===== src/rtl/booth_mult_seq.sv =====
// Sequential signed 8x8 -> 16-bit radix-2 Booth multiplier.
// booth_mult_seq runs one Booth iteration per clock through a single
// eight_bit_as adder/subtractor and returns {A,Q} as the signed product.
//
// Handshake: start is sampled on a rising clk edge only while the block is
// ready (IDLE or the DONE cycle); an accepted start captures a and b, and busy
// is high from the next cycle through the last iteration. done is a one-cycle
// pulse in the cycle after the last iteration, with product valid from that
// same cycle. start seen while busy is ignored. product holds its value until
// the next result is written or reset is asserted.

// 8-bit two's-complement adder/subtractor: r = a + b (opcode=0) or a - b (opcode=1).
module eight_bit_as (
    output logic [7:0] r,
    output logic       cout,
    output logic       overflow,
    input  logic [7:0] a,
    input  logic [7:0] b,
    input  logic       opcode
);

    logic [7:0] b_eff;
    logic [8:0] full_sum;

    // Subtraction is a + ~b + 1; signed overflow when both addends share a sign the result lacks.
    always_comb begin
        b_eff    = b ^ {8{opcode}};
        full_sum = {1'b0, a} + {1'b0, b_eff} + {8'b0, opcode};
        r        = full_sum[7:0];
        cout     = full_sum[8];
        overflow = (a[7] == b_eff[7]) && (full_sum[7] != a[7]);
    end

endmodule

module booth_mult_seq #(
    parameter int N = 8
) (
    input  logic        clk,
    input  logic        rst_n,
    input  logic        start,
    input  logic [7:0]  a,
    input  logic [7:0]  b,
    output logic        busy,
    output logic        done,
    output logic [15:0] product
);

    typedef enum logic [1:0] {
        S_IDLE = 2'd0,
        S_CALC = 2'd1,
        S_DONE = 2'd2
    } state_t;

    // Control state and registered outputs.
    state_t      state_q;
    logic        busy_q;
    logic        done_q;
    logic [15:0] product_q;

    // Booth datapath: A accumulator, Q multiplier, M multiplicand, q_m1 extra bit.
    logic [7:0]  acc_q;
    logic [7:0]  mplr_q;
    logic [7:0]  mcand_q;
    logic        qm1_q;
    logic [3:0]  count_q;

    // Next-iteration values of the datapath.
    logic [7:0]  acc_d;
    logic [7:0]  mplr_d;
    logic        qm1_d;

    // Adder/subtractor interface.
    logic [7:0]  as_r;
    logic        as_cout_unused;
    logic        as_ovf;
    logic        as_opcode;

    // Iteration decode.
    logic [1:0]  booth_pair;
    logic        do_op;
    logic [7:0]  sum;
    logic        true_sign;
    logic        last_iter;

    eight_bit_as u_as (
        .r        (as_r),
        .cout     (as_cout_unused),
        .overflow (as_ovf),
        .a        (acc_q),
        .b        (mcand_q),
        .opcode   (as_opcode)
    );

    // One Booth step: pick add/sub/skip from {Q[0],q_m1}, then shift {A,Q,q_m1}
    // right arithmetically using a sign corrected for adder overflow, so that
    // M = -128 still yields the exact product.
    always_comb begin
        booth_pair = {mplr_q[0], qm1_q};
        do_op      = booth_pair[1] ^ booth_pair[0];
        as_opcode  = booth_pair[1];
        sum        = do_op ? as_r : acc_q;
        true_sign  = do_op ? (as_r[7] ^ as_ovf) : acc_q[7];
        acc_d      = {true_sign, sum[7:1]};
        mplr_d     = {sum[0], mplr_q[7:1]};
        qm1_d      = mplr_q[0];
        last_iter  = (count_q == 4'(N - 1));
    end

    // Controller FSM with datapath updates and registered busy/done/product.
    always_ff @(posedge clk or negedge rst_n) begin
        if (!rst_n) begin
            state_q   <= S_IDLE;
            busy_q    <= 1'b0;
            done_q    <= 1'b0;
            product_q <= 16'h0000;
            acc_q     <= 8'h00;
            mplr_q    <= 8'h00;
            mcand_q   <= 8'h00;
            qm1_q     <= 1'b0;
            count_q   <= 4'd0;
        end else begin
            case (state_q)
                S_IDLE, S_DONE: begin
                    done_q <= 1'b0;
                    if (start) begin
                        mcand_q <= a;
                        mplr_q  <= b;
                        acc_q   <= 8'h00;
                        qm1_q   <= 1'b0;
                        count_q <= 4'd0;
                        busy_q  <= 1'b1;
                        state_q <= S_CALC;
                    end else begin
                        busy_q  <= 1'b0;
                        state_q <= S_IDLE;
                    end
                end
                S_CALC: begin
                    acc_q   <= acc_d;
                    mplr_q  <= mplr_d;
                    qm1_q   <= qm1_d;
                    count_q <= count_q + 4'd1;
                    if (last_iter) begin
                        product_q <= {acc_d, mplr_d};
                        busy_q    <= 1'b0;
                        done_q    <= 1'b1;
                        state_q   <= S_DONE;
                    end
                end
                default: begin
                    busy_q  <= 1'b0;
                    done_q  <= 1'b0;
                    state_q <= S_IDLE;
                end
            endcase
        end
    end

    assign busy    = busy_q;
    assign done    = done_q;
    assign product = product_q;

endmodule


===== config.mk =====
export PLATFORM = sky130hd
export DESIGN_NAME = booth_mult_seq
export DESIGN_NICKNAME = d
export VERILOG_FILES = /design/src/rtl/booth_mult_seq.sv
export SDC_FILE = /design/constraint.sdc
export NUM_CORES = 1
export LEC_CHECK = 0
export BUFFER_PORTS_ARGS = -buffer_cell sky130_fd_sc_hd__clkbuf_2
export CORE_ASPECT_RATIO = 0.75
export CORE_UTILIZATION = 56
export DETAILED_ROUTE_END_ITERATION = 12
export PLACE_DENSITY = 0.78
export SYNTH_ARGS = -nofsm -noshare
export SYNTH_HDL_FRONTEND = slang
export SYNTH_SLANG_ARGS = --single-unit

===== constraint.sdc =====
create_clock -name clk -period 4.4 [get_ports clk]
set_clock_uncertainty 0.15 [all_clocks]
set_input_delay 0 -clock clk [delete_from_list [all_inputs] [get_ports clk]]
set_output_delay 0 -clock clk [all_outputs]
set_load 0.005 [all_outputs]

# After elaboration in Yosys (flattened, before gate mapping)
# Index checks and enable logic that the tools add are counted.
# classes
eq_ne	7
reduce_logical	7
mux	18
n_bitwise	3
n_addsub	3
# op_table
operator	count
one-hot mux 8 bit (2 select lines)	2
two-way mux 8 bit	3
adder 8 x 1 -> 8 bit	1
adder 8 bit	1
one-hot mux 4 bit (2 select lines)	1
bitwise XOR 8 bit	1
two-way mux 1 bit	7
AND reduction 2 bit	3
adder 4 x 1 -> 4 bit, second input constant	1
equality test 4 x 3 -> 1 bit, second input constant	1
two-way mux 4 bit	1
!= test 2 bit, second input constant	2
one-hot mux 1 bit (2 select lines)	2
one-hot mux 2 bit (2 select lines)	1
equality test 2 x 1 -> 1 bit, second input constant	1
equality test 2 bit, second input constant	1
logical NOT 2 bit	1
two-way mux 2 bit	1
nonzero test 2 bit	1
OR reduction 2 bit	1
bitwise XOR 1 bit	2
equality test 1 bit	1
logical AND 1 bit	1
!= test 1 bit	1
# totals
in_bits	19
reg_bits	49
out_inout_bits	18
wordCells	47

# Logic depth before layout (Yosys ltp)
# logic_depth
ltp_word	8
ltp_mapped	13
ltp_nobuf	11

# Cells and area by module
# From an unflattened synthesis, not the netlist that was laid out.
# hier_totals
hier_cells	222
hier_area_um2	2518.7
# modules_own_cells
mod	area_per_inst_um2	cells_each	n_inst
booth_mult_seq	2048.2	162	1
eight_bit_as	470.5	60	1

# Worst setup path before layout
# Ideal clock, no wire load.
# synth_path
path_type	flip-flop to flip-flop
start	register mplr_q[0]
end	register acc_q[6]
setup_time_ps	133
setup_slack_ps	1230
required_time_ps	4117
synth_period_minus_slack_ps	3170
arrival_ps	2887
stages_incl_launch_ff	13
path_cell_list	dfrtp_1 buf_4 clkbuf_1 xor2_1 ha_1 or3_1 o21ai_0 nor3b_1 o21a_1 or2_2 fa_1 a21boi_0 o21ai_0
# synth_via
elab_chain_len	5
# synth_rtl
item	line_no	text
start: declaration	63	logic [7:0] mplr_q;
start signal: assignment	141	mplr_q <= mplr_d;
bitwise XOR 8 bit	27	b_eff = b ^ {8{opcode}};
adder 8 bit	28	full_sum = {1'b0, a} + {1'b0, b_eff} + {8'b0, opcode};
adder 8 x 1 -> 8 bit	28	
two-way mux 8 bit *	102	sum = do_op ? as_r : acc_q;
one-hot mux 8 bit (2 select lines) *	123	case (state_q)
end signal: assignment	117	acc_q <= 8'h00;
end signal: assignment	129	acc_q <= 8'h00;
end signal: assignment	140	acc_q <= acc_d;
end: declaration	62	logic [7:0] acc_q;
# Every way passes the cells marked *; elsewhere a longest branch is shown, timed or not.
# A chain may end at the register's enable or synchronous reset.

# Worst setup path after layout
# layout_path
start	register mplr_q[0]
end	register product_q[14] (netlist: product[14])
# layout_via
elab_chain_len	4
# layout_rtl
item	line_no	text
bitwise XOR 8 bit	27	
adder 8 bit	28	
adder 8 x 1 -> 8 bit	28	
two-way mux 8 bit *	102	
end signal: assignment	145	product_q <= {acc_d, mplr_d};
end: declaration	59	logic [15:0] product_q;
# Marked as above.

==> metrics.csv <==
stage;metric;value;unit
status;status;finished, final reports clean;
worst_setup_path;cp-start-kind;flip-flop;
placed_design;dp_cells;336;
synthesis;yosys_warnings;0;
timing;finalSetupTns;0;ns
floorplan;die_w;77.0;µm
worst_setup_path;required;4.41;ns
pwr;p_int;1370;µW
synthesis;synth_edf_count;0;
timing;fin_hold_ws;0.100;ns
cells_and_area;drive_above_1_share;16.7;%
timing;rsz0062_at_grt;no;
global_routing;grt-ovfl-total;0;
timing;hold_viol;0;
timing;period_needed;3.33;ns
cells_and_area;antenna_cells;0;
global_routing;met3_usage;6.30;%
worst_hold_path;hold_class;in -> reg;
floorplan;dieArea;0.00448;mm²
synthesis;synthesis.nets;282;
synthesis;avgSynthCellArea;9.29;µm²
detailed_routing;drtAntennaViolNets;0;
pwr;swShare;44.7;%
floorplan;coreArea;0.00405;mm²
clock_tree;clkSinkCount;48;
timing;setup_viol_count_final;0;
synthesis;synth.distinct_cells;39;
worst_setup_path;cp_data_arrival_time;3.33;ns
clock_tree;cts_root_buf;clkbuf_8;
detailed_routing;drc_errors;0;
clock_tree;htree_levels;2;
synthesis;async_flop_share;100;%
clock_tree;insertion_delay;0.30;ns
placed_design;gp_congestion;0.928;
floorplan;die_y;58.2;µm
cells_and_area;area_growth;19.7;%
global_routing;grt_pass1_vias;1898;
global_routing;grt_use_met2;41.3;%
synthesis;synth_ff_type;dfrtp_1;
floorplan;rows;20;
job;drv_cap;0;
detailed_routing;post_drt_wl_per_cell;14.6;µm
synthesis;syn-cell-area;0.00236;mm²
global_routing;grt_max_degree;49;
pwr;pwr-share-seq;34.4;%
clock_tree;cts_buffer_depth;2;
placed_design;numPortBuffers;36;
global_routing;gr-usage-all-layers;26.7;%
worst_setup_path;crit_fanout;14;
clock_tree;clk_pin_slew;0.08;ns
pwr;power_switching;1110;µW
clock_tree;cts_tree;yes;
global_routing;grt_pass1_wl;8980;µm
floorplan;start_util;58.2;%
timing;fin_crit_sh;75.6;%
pwr;leakagePower;0.00141;µW
clock_tree;cts_buffers;5;
detailed_routing;first_iter_violations;162;
pwr;p_total;2480;µW
pwr;p_clk_share;10.0;%
pwr;ir_drop;0.000420;V
detailed_routing;num_vias;1968;
global_routing;use_met1;37.6;%
floorplan;io_pins;37;
cells_and_area;num-nets-final;333;
worst_setup_path;end_kind;flip-flop;
cells_and_area;fin_cells;360;
detailed_routing;drt_pass1_iterations;4;
timing;tightest_slew;0.826;ns
timing;drv_slew;0;
global_routing;antenna_found_initial;0;
timing;fmax;301;MHz
synthesis;ys_ff_latch;48;
global_routing;grt_busiest_layer;met2;
worst_setup_path;crit_type;reg -> reg;
pwr;pwr-share-comb;55.7;%
timing;max_slew_margin;44.6;%
detailed_routing;routed_wl;5260;µm
synthesis;netlist_instances;254;
detailed_routing;avgViaCountPerCell;5.47;
pwr;power.density;876;mW/mm²
placed_design;place_hpwl;3510;µm
synthesis;synth-seq-area-share;50.9;%
[registers in the layout, summed over array words and instances (netlist names)]
| signal | flops |
|---|---|
| product | 16 |
| acc_q | 8 |
| mcand_q | 8 |
| mplr_q | 8 |
| count_q | 4 |
| busy | 1 |
| done | 1 |
| qm1_q | 1 |
| state_q | 1 |
[metrics by stage]
stage	instance area [µm²]	utilization [%]	setup WS, ns
finish	2830	69.7	1.07
floorplan	2360	-	1.23
detailed placement	2580	63.6	1.08
CTS	2830	69.7	1.08
global placement	2580	63.6	1.23
global route	2830	69.7	0.899
[power groups by stage]
stage	clock network [µW]	registers, µW	logic (µW)
CTS	254	849	1360
floorplan	0	808	1030
detailed placement	0	859	1350
global route	274	883	1560
global placement	0	851	1280
finish	247	851	1380
[worst paths after layout]
path,startpoint,to,depth (start not counted),slack [ns]
setup reg to reg,mplr_q[0],product[14],10,1.07
min in group asynchronous,rst_n,product[10],3,0.17
max in group asynchronous,rst_n,mplr_q[6],3,3.52
setup / recovery,mplr_q[0],product[14],10,1.07
hold / removal,start,busy,3,0.1
hold reg to reg,product[3],product[3],2,0.33
[timing repair]
action | 4_1_cts | 5_1_grt
endpoints found under the hold margin | 64 | 0
gates resized for setup | 0 | 0
hold buffers | 17 | 0
setup buffers | 0 | 0
[synth_stat cells, types with 2 or more instances]
library cell | count | share of area [%]
or2_2 | 2 | 0.53
o21ai_0 | 16 | 3.4
nand2_1 | 84 | 13
nor2b_1 | 2 | 0.53
nor2_1 | 11 | 1.7
nand2b_1 | 2 | 0.53
nand3_1 | 5 | 1.1
dfrtp_1 | 48 | 51
o211ai_1 | 3 | 0.95
clkbuf_1 | 6 | 0.95
xor2_1 | 10 | 3.7
inv_1 | 5 | 0.80
a22o_1 | 3 | 1.1
a22oi_1 | 8 | 2.5
ha_1 | 7 | 3.7
a21oi_1 | 7 | 1.5
a31oi_1 | 4 | 1.1
buf_2 | 4 | 0.85
xnor2_1 | 3 | 1.1
mux2i_1 | 4 | 1.7
fa_1 | 2 | 1.7
[cells in the final DEF, fill, tap and decap left out, types with 2 or more instances in the layout]
cell type      Yosys  final
nand3_1            5      5
nand2_1           84     84
xnor2_1            3      3
xor2_1            10     10
mux2i_1            4      4
a22o_1             3      3
a31oi_1            4      4
nand2b_1           2      2
clkbuf_2           0     36
inv_1              5      5
ha_1               7      7
a22oi_1            8      8
or2_2              2      2
fa_1               2      2
nor2_1            11     11
buf_4              1      3
a21oi_1            7      7
dlygate4sd3_1      0     17
o211ai_1           3      3
nor2b_1            2      2
dfrtp_1           48     48
o21ai_0           16     16
clkbuf_8           0      5
[layer usage]
metal,share of wire (%),wire length [µm]
met5,0,0
met4,1.1,58
met3,6.0,315
met2,46,2420
met1,47,2470
[final cells by class]
class                      count  area [µm²]
tap                           55        68.8
sequential                    48        1200
clock inverter                 1        5.00
multi-input combinational    189        1090
fill                         337        1230
clock buffer                   6        72.6
timing repair buffer          56         373
inverter                       5        18.8
[cells by family after synthesis]
group / after synthesis / share of synthesized area [%]
mux: 5 / 2.17
fa+ha+maj: 9 / 5.41
xor+xnor: 14 / 5.51
buf+inv: 17 / 3.08
simple gates: 112 / 19.5
flops: 48 / 50.9
compound gates: 49 / 13.5
[critical path: stages, from the launching register on]
cell,delay (ns)
dfrtp_1,0.73
xor2_1,0.23
ha_1,0.28
or3_1,0.34
o21ai_0,0.12
nor3b_1,0.11
o21a_1,0.19
or2_2,0.28
fa_1,0.44
a21boi_0,0.22
a21oi_1,0.10
(Power assumes the default switching activity.)
